$ cat config.mk
export PLATFORM = sky130hd
export DESIGN_NAME = video_src_switch
export DESIGN_NICKNAME = d
export VERILOG_FILES = /design/src/rtl/video_src_switch.sv
export SDC_FILE = /design/constraint.sdc
export NUM_CORES = 1
export LEC_CHECK = 0
export BUFFER_PORTS_ARGS = -buffer_cell sky130_fd_sc_hd__buf_2
export CELL_PAD_IN_SITES_DETAIL_PLACEMENT = 0
export CELL_PAD_IN_SITES_GLOBAL_PLACEMENT = 1
export CORE_ASPECT_RATIO = 1.2
export CORE_MARGIN = 2
export CORE_UTILIZATION = 34
export CTS_CLUSTER_SIZE = 20
export DETAILED_ROUTE_END_ITERATION = 6
export PLACE_DENSITY_LB_ADDON = 0.1
export SETUP_SLACK_MARGIN = 0.05
export SYNTH_ARGS = -nofsm -noshare
export SYNTH_HDL_FRONTEND = slang
export SYNTH_SLANG_ARGS = --single-unit
$ cat constraint.sdc
create_clock -name clk -period 2.7 [get_ports clk]
set_clock_uncertainty 0.15 [all_clocks]
set_input_delay 0.135 -clock clk [delete_from_list [all_inputs] [get_ports clk]]
set_output_delay 0.135 -clock clk [all_outputs]
set_load 0.005 [all_outputs]
$ cat src/rtl/video_src_switch.sv
// video_src_switch: NUM_SRC-input video source selector for the HDMI output.
// Source changes commit only on the leading vsync edge of the current source
// (or after a timeout), then the output is blanked for BLANK_FRAMES frames of
// the new source. All outputs, including status flags, share one pipeline.
//
// Handshake: there is no valid/ready flow control here. sel is a level that
// may change at any time; the block samples it every cycle and acts on it
// only as the FSM allows (out-of-range indices are ignored).
module video_src_switch #(
    parameter int NUM_SRC      = 4,
    parameter int SEL_W        = 3,
    parameter int COLOR_W      = 8,
    parameter int PIPE_DEPTH   = 2,
    parameter int BLANK_FRAMES = 2,
    parameter bit VS_POL       = 1'b1,
    parameter int TIMEOUT_CYC  = 2000000,
    parameter int TO_W         = 21
) (
    input  logic                           clk,
    input  logic                           reset_n,
    input  logic [SEL_W-1:0]               sel,
    input  logic [NUM_SRC*3*COLOR_W-1:0]   src_rgb,
    input  logic [NUM_SRC-1:0]             src_hs,
    input  logic [NUM_SRC-1:0]             src_vs,
    input  logic [NUM_SRC-1:0]             src_de,
    output logic [3*COLOR_W-1:0]           out_rgb,
    output logic                           out_hs,
    output logic                           out_vs,
    output logic                           out_de,
    output logic [SEL_W-1:0]               active_src,
    output logic                           switching,
    output logic                           audio_mute
);

    localparam int RGB_W = 3 * COLOR_W;
    localparam int FC_W  = $clog2(BLANK_FRAMES + 1);
    localparam logic [TO_W-1:0]  TO_MAX     = TO_W'(TIMEOUT_CYC - 1);
    localparam logic [FC_W-1:0]  FC_LAST    = FC_W'(BLANK_FRAMES - 1);
    localparam logic [SEL_W:0]   NUM_SRC_L  = (SEL_W + 1)'(NUM_SRC);

    typedef enum logic [1:0] {
        ST_LOCKED  = 2'd0,
        ST_WAIT_VS = 2'd1,
        ST_MUTE    = 2'd2
    } state_t;

    typedef struct packed {
        logic [RGB_W-1:0] rgb;
        logic             hs;
        logic             vs;
        logic             de;
        logic [SEL_W-1:0] act;
        logic             sw;
        logic             mute;
    } stage_t;

    localparam stage_t PIPE_RST = '{
        rgb:  '0,
        hs:   1'b0,
        vs:   ~VS_POL,
        de:   1'b0,
        act:  '0,
        sw:   1'b1,
        mute: 1'b1
    };

    state_t            state_q, state_d;
    logic [SEL_W-1:0]  cur_q, cur_d;
    logic [SEL_W-1:0]  tgt_q, tgt_d;
    logic [FC_W-1:0]   frame_cnt_q, frame_cnt_d;
    logic [TO_W-1:0]   to_cnt_q, to_cnt_d;
    logic              vs_hist_q, vs_hist_d;
    stage_t            pipe_q [PIPE_DEPTH];
    stage_t            pipe_d [PIPE_DEPTH];

    logic [RGB_W-1:0]  cur_rgb;
    logic              cur_hs;
    logic              cur_vs;
    logic              cur_de;
    logic              nxt_vs;
    logic              vs_act;
    logic              vs_lead;
    logic              sel_valid;
    logic              to_exp;
    logic              blank;
    logic              de0;

    // Route the current source, and look up the vsync of the next source so the
    // edge history can be reloaded when cur changes.
    always_comb begin
        cur_rgb = '0;
        cur_hs  = 1'b0;
        cur_vs  = ~VS_POL;
        cur_de  = 1'b0;
        nxt_vs  = ~VS_POL;
        for (int k = 0; k < NUM_SRC; k++) begin
            if (cur_q == SEL_W'(k)) begin
                cur_rgb = src_rgb[k*RGB_W +: RGB_W];
                cur_hs  = src_hs[k];
                cur_vs  = src_vs[k];
                cur_de  = src_de[k];
            end
            if (cur_d == SEL_W'(k)) begin
                nxt_vs = src_vs[k];
            end
        end
    end

    assign vs_act    = (cur_vs == VS_POL);
    assign vs_lead   = vs_act && !vs_hist_q;
    assign sel_valid = ({1'b0, sel} < NUM_SRC_L);
    assign to_exp    = (to_cnt_q == TO_MAX);

    // Switch controller: next-state, target, frame and timeout counters.
    always_comb begin
        state_d     = state_q;
        cur_d       = cur_q;
        tgt_d       = tgt_q;
        frame_cnt_d = frame_cnt_q;
        to_cnt_d    = '0;
        case (state_q)
            ST_LOCKED: begin
                if (sel_valid && (sel != cur_q)) begin
                    tgt_d   = sel;
                    state_d = ST_WAIT_VS;
                end
            end
            ST_WAIT_VS: begin
                // A valid sel always retargets; the latest request wins even
                // when it arrives together with the committing vsync edge.
                if (sel_valid) begin
                    tgt_d = sel;
                end
                if (sel_valid && (sel == cur_q)) begin
                    state_d = ST_LOCKED;
                end else if (vs_lead || to_exp) begin
                    cur_d       = tgt_d;
                    frame_cnt_d = '0;
                    state_d     = ST_MUTE;
                end else begin
                    to_cnt_d = to_exp ? to_cnt_q : to_cnt_q + TO_W'(1);
                end
            end
            ST_MUTE: begin
                if (sel_valid && (sel != cur_q)) begin
                    tgt_d   = sel;
                    state_d = ST_WAIT_VS;
                end else if (vs_lead) begin
                    frame_cnt_d = frame_cnt_q + FC_W'(1);
                    if (frame_cnt_q == FC_LAST) begin
                        state_d = ST_LOCKED;
                    end
                end
            end
            default: begin
                state_d = ST_MUTE;
            end
        endcase
        // Reload the history from the new source so the swap itself never
        // looks like a leading edge.
        vs_hist_d = (cur_d != cur_q) ? (nxt_vs == VS_POL) : vs_act;
    end

    // Stage 0 applies the blanking decision; later stages only delay.
    always_comb begin
        blank = (state_q == ST_MUTE);
        de0   = cur_de && !blank;
        pipe_d[0].rgb  = de0 ? cur_rgb : '0;
        pipe_d[0].hs   = cur_hs;
        pipe_d[0].vs   = cur_vs;
        pipe_d[0].de   = de0;
        pipe_d[0].act  = cur_q;
        pipe_d[0].sw   = (state_q != ST_LOCKED);
        pipe_d[0].mute = (state_q != ST_LOCKED);
        for (int i = 1; i < PIPE_DEPTH; i++) begin
            pipe_d[i] = pipe_q[i-1];
        end
    end

    // All state and pipeline registers; vsync history starts as "active" so a
    // sync pulse in progress at reset release is not counted as a frame.
    always_ff @(posedge clk or negedge reset_n) begin
        if (!reset_n) begin
            state_q     <= ST_MUTE;
            cur_q       <= '0;
            tgt_q       <= '0;
            frame_cnt_q <= '0;
            to_cnt_q    <= '0;
            vs_hist_q   <= 1'b1;
            for (int i = 0; i < PIPE_DEPTH; i++) begin
                pipe_q[i] <= PIPE_RST;
            end
        end else begin
            state_q     <= state_d;
            cur_q       <= cur_d;
            tgt_q       <= tgt_d;
            frame_cnt_q <= frame_cnt_d;
            to_cnt_q    <= to_cnt_d;
            vs_hist_q   <= vs_hist_d;
            for (int i = 0; i < PIPE_DEPTH; i++) begin
                pipe_q[i] <= pipe_d[i];
            end
        end
    end

    assign out_rgb    = pipe_q[PIPE_DEPTH-1].rgb;
    assign out_hs     = pipe_q[PIPE_DEPTH-1].hs;
    assign out_vs     = pipe_q[PIPE_DEPTH-1].vs;
    assign out_de     = pipe_q[PIPE_DEPTH-1].de;
    assign active_src = pipe_q[PIPE_DEPTH-1].act;
    assign switching  = pipe_q[PIPE_DEPTH-1].sw;
    assign audio_mute = pipe_q[PIPE_DEPTH-1].mute;

endmodule

* After elaboration in Yosys (flattened, before gate mapping) *
Cells that the tools add are included.

storage, ports and cells
  register bits after elaboration = 94
  output and inout port bits = 32

cells by class
  add/subtract/negate cells = 2
  equal/unequal tests = 23
  reduce and logical (&&, ||, !) cells = 17
  mux-type cells = 44
  $lt $le $gt $ge = 1

operators with widths
  kind                                                                      count
  24-bit two-way mux                                                        5
  21-bit two-way mux                                                        4
  21-bit by 1-bit adder with 21-bit output (second input constant)          1
  21-bit == test (second input constant)                                    1
  2-bit two-way mux                                                         10
  1-bit two-way mux                                                         17
  3-bit two-way mux                                                         5
  3-bit by 2-bit == test with 1-bit output (second input constant)          4
  2-bit inequality test (second input constant)                             5
  3-bit by 1-bit == test with 1-bit output (second input constant)          2
  3-bit logical NOT                                                         2
  3-bit inequality test                                                     2
  2-bit case mux with 3 select lines                                        1
  3-bit case mux with 2 select lines                                        1
  2-bit nonzero test                                                        3
  5-bit AND reduction                                                       1
  2-bit by 1-bit == test with 1-bit output (second input constant)          2
  1-bit logical AND                                                         4
  4-bit inequality test (second input constant)                             1
  2-bit case mux with 2 select lines                                        1
  4-bit AND reduction                                                       1
  3-bit == test                                                             1
  3-bit < comparator (second input constant)                                1
  3-bit by 1-bit inequality test with 1-bit output (second input constant)  1
  10 further kinds                                                          11

* Depth between registers and ports, before layout *
Gate-level depths: netlist (run 1).

  word-level depth = 16
  depth in mapped cells = 8

* Least setup slack after synthesis (run 1) *
OpenSTA, ideal clock, no wires.

  path kind = reg2reg
  start point = register to_cnt_q[9]
  end point = register vs_hist_q
  arrival = 2.437 ns
  path buffers = 0
  required time = 2.470 ns
  clock period less this slack = 2.667 ns
  cell stages (with the launch flop) = 8
  setup slack = 0.033 ns
  path through = dfrtp_1 > or4b_1 > or4_4 > o21ai_4 > nand2_2 > mux2_4 > a211o_1 > a32o_1

between the ends
  word-level cells in the longest chain between the ends = 11

RTL lines
  element                         line  text
  start: declaration              71    logic [TO_W-1:0] to_cnt_q, to_cnt_d;
  start signal: assignment        198   to_cnt_q <= to_cnt_d;
  21-bit == test (*)              112   assign to_exp = (to_cnt_q == TO_MAX);
  1-bit logical OR (*)            136   end else if (vs_lead || to_exp) begin
  3-bit two-way mux (*)           136
  3-bit two-way mux (*)           134   if (sel_valid && (sel == cur_q)) begin
  3-bit two-way mux (*)           121   case (state_q)
  net cur_d[1]                    68    logic [SEL_W-1:0] cur_q, cur_d;
  3-bit logical NOT               103   if (cur_d == SEL_W'(k)) begin
  1-bit two-way mux (4 in a row)  103
  1-bit two-way mux (*)           161   vs_hist_d = (cur_d != cur_q) ? (nxt_vs == VS_POL) : vs_act;
  net vs_hist_d                   72    logic vs_hist_q, vs_hist_d;
  end signal: assignment          199   vs_hist_q <= vs_hist_d;
  end: declaration                72

The timed path passes the listed nets; every way through them passes the cells marked *.
A chain may end at the register's enable or synchronous reset.

* Worst setup path after layout (run 1) *
  start point = register to_cnt_q[14]
  end point = register vs_hist_q

The elaborated chain is that of the path after synthesis.

==> results of run 1 <==
area by class of cell:
class | instances | area share
clock buffers | 12 | 0.03952
clock inverters | 4 | 0.009201
inverters | 6 | 0.003764
multi-input cells | 234 | 0.2585
flip-flops and latches | 94 | 0.3942
well taps | 157 | 0.03283
repair buffers | 232 | 0.2620
logic make-up (layout without fill, tap and decap cells):
| family | Yosys count | in the layout | synth area share |
|---|---|---|---|
| AO/OA/AOI/OAI | 69 | 69 | 0.1232 |
| XOR/XNOR | 25 | 25 | 0.05472 |
| adder cells (fa/ha/maj) | 2 | 2 | 0.006253 |
| buffers and inverters | 26 | 254 | 0.02533 |
| flip-flops | 94 | 94 | 0.5891 |
| multiplexers | 10 | 10 | 0.03690 |
| AND/OR/NAND/NOR | 128 | 128 | 0.1645 |
state kept, by name (all words and copies together) (netlist names):
register,count
out_hs,1
active_src,3
cur_q,3
pipe_d,31
vs_hist_q,1
out_vs,1
to_cnt_q,21
tgt_q,3
out_de,1
out_rgb,24
frame_cnt_q,2
state_q,2
audio_mute,1
per-layer routing:
metal | part of all wire | wire length (um) | GRT usage
met5 | 0 | 0 | 0
met4 | 0.019 | 193 | 0.06497
met3 | 0.076 | 790 | 0.05638
met2 | 0.49 | 5101 | 0.2946
met1 | 0.42 | 4340 | 0.2178
through the flow:
stage / util / hold slack, ns / cells / TNS (ns) / setup slack, ns
after floorplan: - / -0.3106 / 354 / 0 / 0.03903
after global placement: 0.4391 / 0.01565 / 660 / 0 / 0.01115
after detailed placement: 0.4391 / 0.02135 / 660 / -0.03658 / -0.03658
after CTS: 0.5193 / 0.0007959 / 739 / 0 / 0.009976
after global routing: 0.5197 / 0.008225 / 739 / -0.03562 / -0.03562
final: 0.5197 / 0.005869 / 739 / 0 / 0.02050
worst min-delay path: stages:
cell and delay [ns]:
sky130_fd_sc_hd__buf_2 0.08, sky130_fd_sc_hd__a211oi_1 0.06, sky130_fd_sc_hd__nor3_1 0.16
timing repair:
action	4_1_cts	5_1_grt
resized for setup	1	1
endpoints found under the hold margin	72	0
hold buffers	62	0
endpoints found under the setup margin	1	2
pin swaps	2	0
setup buffers	1	0
power by group:
group          total (mW)  leakage, nW  internal (mW)  switching [mW]
clock                1.25        0.138          0.726           0.527
sequential           2.04         1.21           1.88           0.159
combinational        2.17         1.46           1.04            1.13
how the worst max path moves through the flow:
stage | start | to | slack (ns) | depth (start not counted)
CTS | to_cnt_q[14] | vs_hist_q | 0.01 | 7
floorplan | to_cnt_q[14] | vs_hist_q | 0.04 | 7
global placement | to_cnt_q[14] | vs_hist_q | 0.01 | 7
global route | to_cnt_q[14] | vs_hist_q | -0.04 | 7
finish | to_cnt_q[14] | vs_hist_q | 0.02 | 7
detailed placement | to_cnt_q[14] | vs_hist_q | -0.04 | 7
cell usage in the layout (no fill, tap or decap), types with 2 or more instances in the layout:
cell type	count
sky130_fd_sc_hd__o22ai_1	25
sky130_fd_sc_hd__clkbuf_1	3
sky130_fd_sc_hd__mux2_2	4
sky130_fd_sc_hd__mux2i_1	2
sky130_fd_sc_hd__nor2b_1	24
sky130_fd_sc_hd__and3_1	4
sky130_fd_sc_hd__inv_1	6
sky130_fd_sc_hd__nand3_1	10
sky130_fd_sc_hd__buf_12	2
sky130_fd_sc_hd__a21oi_1	5
sky130_fd_sc_hd__a211oi_1	23
sky130_fd_sc_hd__nor3_1	27
sky130_fd_sc_hd__dlygate4sd3_1	62
sky130_fd_sc_hd__o21ai_0	4
sky130_fd_sc_hd__ha_1	2
sky130_fd_sc_hd__nand2b_1	2
sky130_fd_sc_hd__xor2_1	12
sky130_fd_sc_hd__dfstp_2	4
sky130_fd_sc_hd__o21a_1	2
sky130_fd_sc_hd__xnor2_1	13
sky130_fd_sc_hd__inv_6	2
sky130_fd_sc_hd__dfrtp_1	89
sky130_fd_sc_hd__buf_2	143
sky130_fd_sc_hd__buf_4	24
sky130_fd_sc_hd__nand2_1	16
sky130_fd_sc_hd__mux4_2	3
sky130_fd_sc_hd__and2_1	4
sky130_fd_sc_hd__clkbuf_16	9
sky130_fd_sc_hd__nor2_1	31
==> summary.txt, run 1 <==
======================================================================================================
Total number of H-tree levels                                                                        3
Floorplan die height                                                                          122.8 um
Sum of net half-perimeters after detailed placement                                            7397 um
Area of the mapped netlist                                                                   4001 um^2
Peak clock frequency supported by timing                                                     373.2 MHz
IR drop worst, VDD                                                                           0.3759 mV
Signal arrival time at the worst endpoint                                                      2.80 ns
Most instantiated library cell after synthesis                                            sky130_fd_sc_hd__dfrtp_1
Vias in the first global route                                                                    3712
Most frequent cells after synthesis                                                       90 x sky130_fd_sc_hd__dfrtp_1, 31 x sky130_fd_sc_hd__nor2_1, 27 x sky130_fd_sc_hd__nor3_1, 25 x sky130_fd_sc_hd__o22ai_1, 24 x sky130_fd_sc_hd__nor2b_1
Max cap viols                                                                                        0
Power per standard cell area                                                              912.7 nW/um^2
Count of unique library cells instantiated by Yosys                                                 45
Clk_lat worst skew                                                                             0.34 ns
Final slew viol count                                                                                0
Terminus of the critical flop-to-flop path                                                   vs_hist_q
Chip width                                                                                    103.0 um
Worst Reg-to-Reg Cells                                                                               7
Number of clock sinks seen by CTS                                                                   94
Sum of buffers and inverters on the critical path                                                    0
Cells traversed along the worst timing path                                               or4b_4 > or4_4 > o21ai_4 > nand2_2 > mux2_4 > a211o_1 > a32o_1
Min-Delay Endpoint                                                                          pipe_d[29]
Crit path launch type                                                                             flop
TritonCTS clock tree                                                                               yes
Maximum number of pins on one net before global-route repair                                        55
Per-instance average area after synthesis                                                   11.30 um^2
Synthesized netlist cell count                                                                     354
Fill count                                                                                        1105
Tightest Hold Check Type                                                                     in -> reg
First-pass iteration count of the detailed router                                                    4
Required time at the endpoint of the critical path                                             2.82 ns
Critical path's largest stage delay                                                            0.54 ns
Biggest area consumer among synthesized cells                                             sky130_fd_sc_hd__dfrtp_1
RSZ-0062 raised after global routing                                                               yes
Total of flip-flops plus latches after synthesis                                                    94
Global-route wire length before repair                                                        17310 um
Most used DFF post-synth                                                                  sky130_fd_sc_hd__dfrtp_1
Setup-violating endpoint count in the final report                                                   0
Number of nets in the layout                                                                       692
Antenna cell count                                                                                   0
Min Clock Period, post-route                                                                  2.680 ns
Area taken by flip-flops and latches                                                         2359 um^2
Total Wirelength                                                                              10430 um
Slowest cell on crit path                                                                 sky130_fd_sc_hd__or4b_4
Cell count of the worst hold path                                                                    3
Final Instance Area                                                                          5983 um^2
Maximum fanout count along the critical path                                                         3
Area growth from synthesis to layout                                                            49.53%
Core Box Area                                                                               11510 um^2
R2R Setup Slk                                                                                  0.02 ns
Overall track demand over capacity in global routing                                            0.1784
Number of enable flip-flop cells after synthesis                                                     0
CTS root buffer                                                                           sky130_fd_sc_hd__clkbuf_16
Number of core rows                                                                                 43
GRT Residual Overflow                                                                                0
Hold Fails Final Rpt                                                                                 0
Post-Place Cell Area                                                                         5056 um^2
Startpoint of the most critical register-to-register path                                 to_cnt_q[14]
Outcome                                                                                   finished clean
Starting density of the core                                                                    0.3475
Average detailed-routed wire length per instance                                              14.11 um
Leakage power                                                                                 2.810 nW
Number of synthesis warnings                                                                         0
Proportion of synthesized flip-flops having asynchronous set or reset                            1.000
Die ar.                                                                                     12660 um^2
Worst min-delay path startpoint                                                            src_rgb[69]
Final GP Congestion                                                                             0.7392
Total nets after synthesis                                                                         469
Area share of the largest cell type after synthesis                                             0.5629
Antenna-violating nets left                                                                          0
Number of I/O port buffers                                                                         144
Clock transition at the register clock pins on the worst setup and hold paths after CTS        0.06 ns
Number of buffers added by the clock tree synthesis step                                             9
Total power of the final layout                                                               5.461 mW
Worst Setup End Kind                                                                              flop
Proportion of layout cells with a drive suffix above 1                                          0.3471
DR vias                                                                                           3455
Final worst path period share                                                                   0.9924
Buffers from clock root to sink, at most                                                             2
Drt via density                                                                                  4.675
Number of antenna violations at the first check in global routing                                    0
Dominant cells by area after synthesis                                                    sky130_fd_sc_hd__dfrtp_1 56%, sky130_fd_sc_hd__a211oi_1 4.3%, sky130_fd_sc_hd__o22ai_1 3.9%, sky130_fd_sc_hd__nor2b_1 3.8%, sky130_fd_sc_hd__nor3_1 3.4%
Area of combinational cells with multiple inputs                                             1546 um^2
Sequential area share after synthesis                                                           0.5891
Remaining routing DRC violations                                                                     0
Max-slew headroom                                                                               0.5383
Tightest Pin Transition                                                                      0.6862 ns
DRC marker count from the first detailed-route iteration                                            87
Top-level port count                                                                               145
Start-to-end type of the worst setup path                                                   reg -> reg
Family with the most delay on the worst path                                              simple AND/OR/NAND/NOR gates
======================================================================================================
(Power assumes the default switching activity.)
==> run 2, diff against run 1 <==
==> config.mk (replaced) <==
export PLATFORM = sky130hd
export DESIGN_NAME = video_src_switch
export DESIGN_NICKNAME = d
export VERILOG_FILES = /design/src/rtl/video_src_switch.sv
export SDC_FILE = /design/constraint.sdc
export NUM_CORES = 1
export LEC_CHECK = 0
export BUFFER_PORTS_ARGS = -buffer_cell sky130_fd_sc_hd__buf_2
export CORE_ASPECT_RATIO = 1.2
export CORE_MARGIN = 2
export CORE_UTILIZATION = 45
export CTS_CLUSTER_SIZE = 20
export DETAILED_ROUTE_END_ITERATION = 6
export PLACE_DENSITY = 0.77
export SETUP_SLACK_MARGIN = 0.05
export SKIP_LAST_GASP = 1
export SYNTH_ARGS = -nofsm -noshare
export SYNTH_HDL_FRONTEND = slang
export SYNTH_SLANG_ARGS = --single-unit
==> summary.txt, run 2 (synthesis gave the netlist of run 1 again) <==
======================================================================================================
R2R Setup Slk                                                                                -0.005 ns
Layout Cells excl Fill                                                                             711
Fill count                                                                                         576
Leakage power                                                                                 2.821 nW
Total Wirelength                                                                              13010 um
Number of nets in the layout                                                                       702
GRT Residual Overflow                                                                                0
Max-slew headroom                                                                               0.5636
Maximum fanout count along the critical path                                                         3
Flip-flop count of the largest register, all copies and words added                                 31
Setup-violating endpoint count in the final report                                                   1
Hold Fails Final Rpt                                                                                 0
Chip width                                                                                    90.08 um
Number of core rows                                                                                 37
Sum of net half-perimeters after detailed placement                                            7296 um
Final worst path period share                                                                    1.002
Crit path launch type                                                                             flop
CTS root buffer                                                                           sky130_fd_sc_hd__clkbuf_8
Number of clock sinks seen by CTS                                                                   94
Area taken by flip-flops and latches                                                         2359 um^2
Sum of buffers and inverters on the critical path                                                    0
Number of buffers added by the clock tree synthesis step                                             9
Remaining routing DRC violations                                                                     0
Tightest Pin Transition                                                                      0.6486 ns
Most common cell after layout, fill and taps aside                                        sky130_fd_sc_hd__buf_2
Post-Place Cell Area                                                                         4971 um^2
Power per standard cell area                                                              907.3 nW/um^2
Die ar.                                                                                      9665 um^2
Final GP Congestion                                                                             0.9045
Vias in the first global route                                                                    4076
Maximum number of pins on one net before global-route repair                                        72
Worst setup slack after placement                                                          -0.03466 ns
Buffers from clock root to sink, at most                                                             2
Cells traversed along the worst timing path                                               or4b_1 > or4_4 > o21ai_4 > nand2_2 > mux2_4 > a211o_1 > a32o_1
Start-to-end type of the worst setup path                                                   reg -> reg
Area of combinational cells with multiple inputs                                             1554 um^2
Starting density of the core                                                                    0.4647
# placed instances                                                                                 617
Slowest cell on crit path                                                                 sky130_fd_sc_hd__or4_4
Critical path's largest stage delay                                                            0.57 ns
Clock transition at the register clock pins on the worst setup and hold paths after CTS        0.09 ns
Outcome                                                                                   complete, but fails checks
IR drop worst, VDD                                                                           0.5468 mV
Final Instance Area                                                                          5968 um^2
Required time at the endpoint of the critical path                                             2.85 ns
Overall track demand over capacity in global routing                                            0.2784
Final Core Density                                                                              0.6931
Total number of H-tree levels                                                                        3
Worst Setup End Kind                                                                              flop
Signal arrival time at the worst endpoint                                                      2.85 ns
Area growth from synthesis to layout                                                            49.16%
Smallest setup slack after layout                                                         -0.005319 ns
Setup TNS Final                                                                           -0.005319 ns
Drt via density                                                                                  5.406
Peak clock frequency supported by timing                                                     369.6 MHz
Worst Hold Margin                                                                           0.03073 ns
Number of antenna violations at the first check in global routing                                    2
Core Box Area                                                                                8611 um^2
Commonest cells after routing, fill and taps aside                                        143 x sky130_fd_sc_hd__buf_2, 89 x sky130_fd_sc_hd__dfrtp_1, 71 x sky130_fd_sc_hd__dlygate4sd3_1
Proportion of layout cells with a drive suffix above 1                                          0.3514
Max cap viols                                                                                        0
DRC marker count from the first detailed-route iteration                                           223
DR vias                                                                                           3844
RSZ-0062 raised after global routing                                                               yes
Top-level port count                                                                               145
TritonCTS clock tree                                                                               yes
First-pass iteration count of the detailed router                                                    5
Number of I/O port buffers                                                                         144
Antenna-violating nets left                                                                          0
Family with the most delay on the worst path                                              simple AND/OR/NAND/NOR gates
Clk_lat worst skew                                                                             0.36 ns
Final slew viol count                                                                                0
Violations in the final reports                                                           setup timing
Global-route wire length before repair                                                        20510 um
Average detailed-routed wire length per instance                                              18.30 um
Total power of the final layout                                                               5.415 mW
Floorplan die height                                                                          107.3 um
Tightest Hold Check Type                                                                     in -> reg
Min Clock Period, post-route                                                                  2.705 ns
======================================================================================================
## run 2: final cells by class
cell class	count	share of cell area
timing repair buffer	242	0.2769
tap	117	0.02453
multi-input combinational	234	0.2604
clock buffer	10	0.02306
inverter	6	0.003774
sequential	94	0.3952
antenna	2	0.0008386
clock inverter	6	0.01530
## run 2: where the power goes
part / internal, mW / leakage (nW) / total (mW) / switching [mW]
registers: 1.88 / 1.21 / 2.06 / 0.185
logic: 1.01 / 1.50 / 2.29 / 1.28
clock network: 0.554 / 0.117 / 1.06 / 0.506
total: 3.45 / 2.82 / 5.42 / 1.97
## run 2: worst register-to-register path, stage by stage (launching register included)
cell                      delay, ns
sky130_fd_sc_hd__dfrtp_1       0.39
sky130_fd_sc_hd__or4b_1        0.52
sky130_fd_sc_hd__or4_4         0.57
sky130_fd_sc_hd__o21ai_4       0.17
sky130_fd_sc_hd__nand2_2       0.09
sky130_fd_sc_hd__mux2_4        0.31
sky130_fd_sc_hd__a211o_1       0.23
sky130_fd_sc_hd__a32o_1        0.22
## run 2: repair_timing
item                                   CTS  global route
hold buffers                            71             0
buffers inserted                         4             1
setup endpoints to repair                1            14
resized for setup                        2             2
pin swaps                                3             0
endpoints found under the hold margin  123             0
## run 2: final timing paths
path | startpoint | to | cells after the start
hold reg to reg | pipe_d[7] | out_hs | 0
setup / recovery | to_cnt_q[12] | vs_hist_q | 7
hold / removal | src_vs[1] | vs_hist_q | 3
max in group asynchronous | reset_n | out_hs | 3
setup reg to reg | to_cnt_q[12] | vs_hist_q | 7
min in group asynchronous | reset_n | pipe_d[2] | 2
## run 2: per-layer routing
layer / up-vias / track usage / share of wire
li1: 1726 / - / -
met1: 1833 / 0.3319 / 0.38
met2: 243 / 0.4791 / 0.50
met3: 42 / 0.06863 / 0.075
met4: 0 / 0.1275 / 0.038
met5: - / 0 / 0
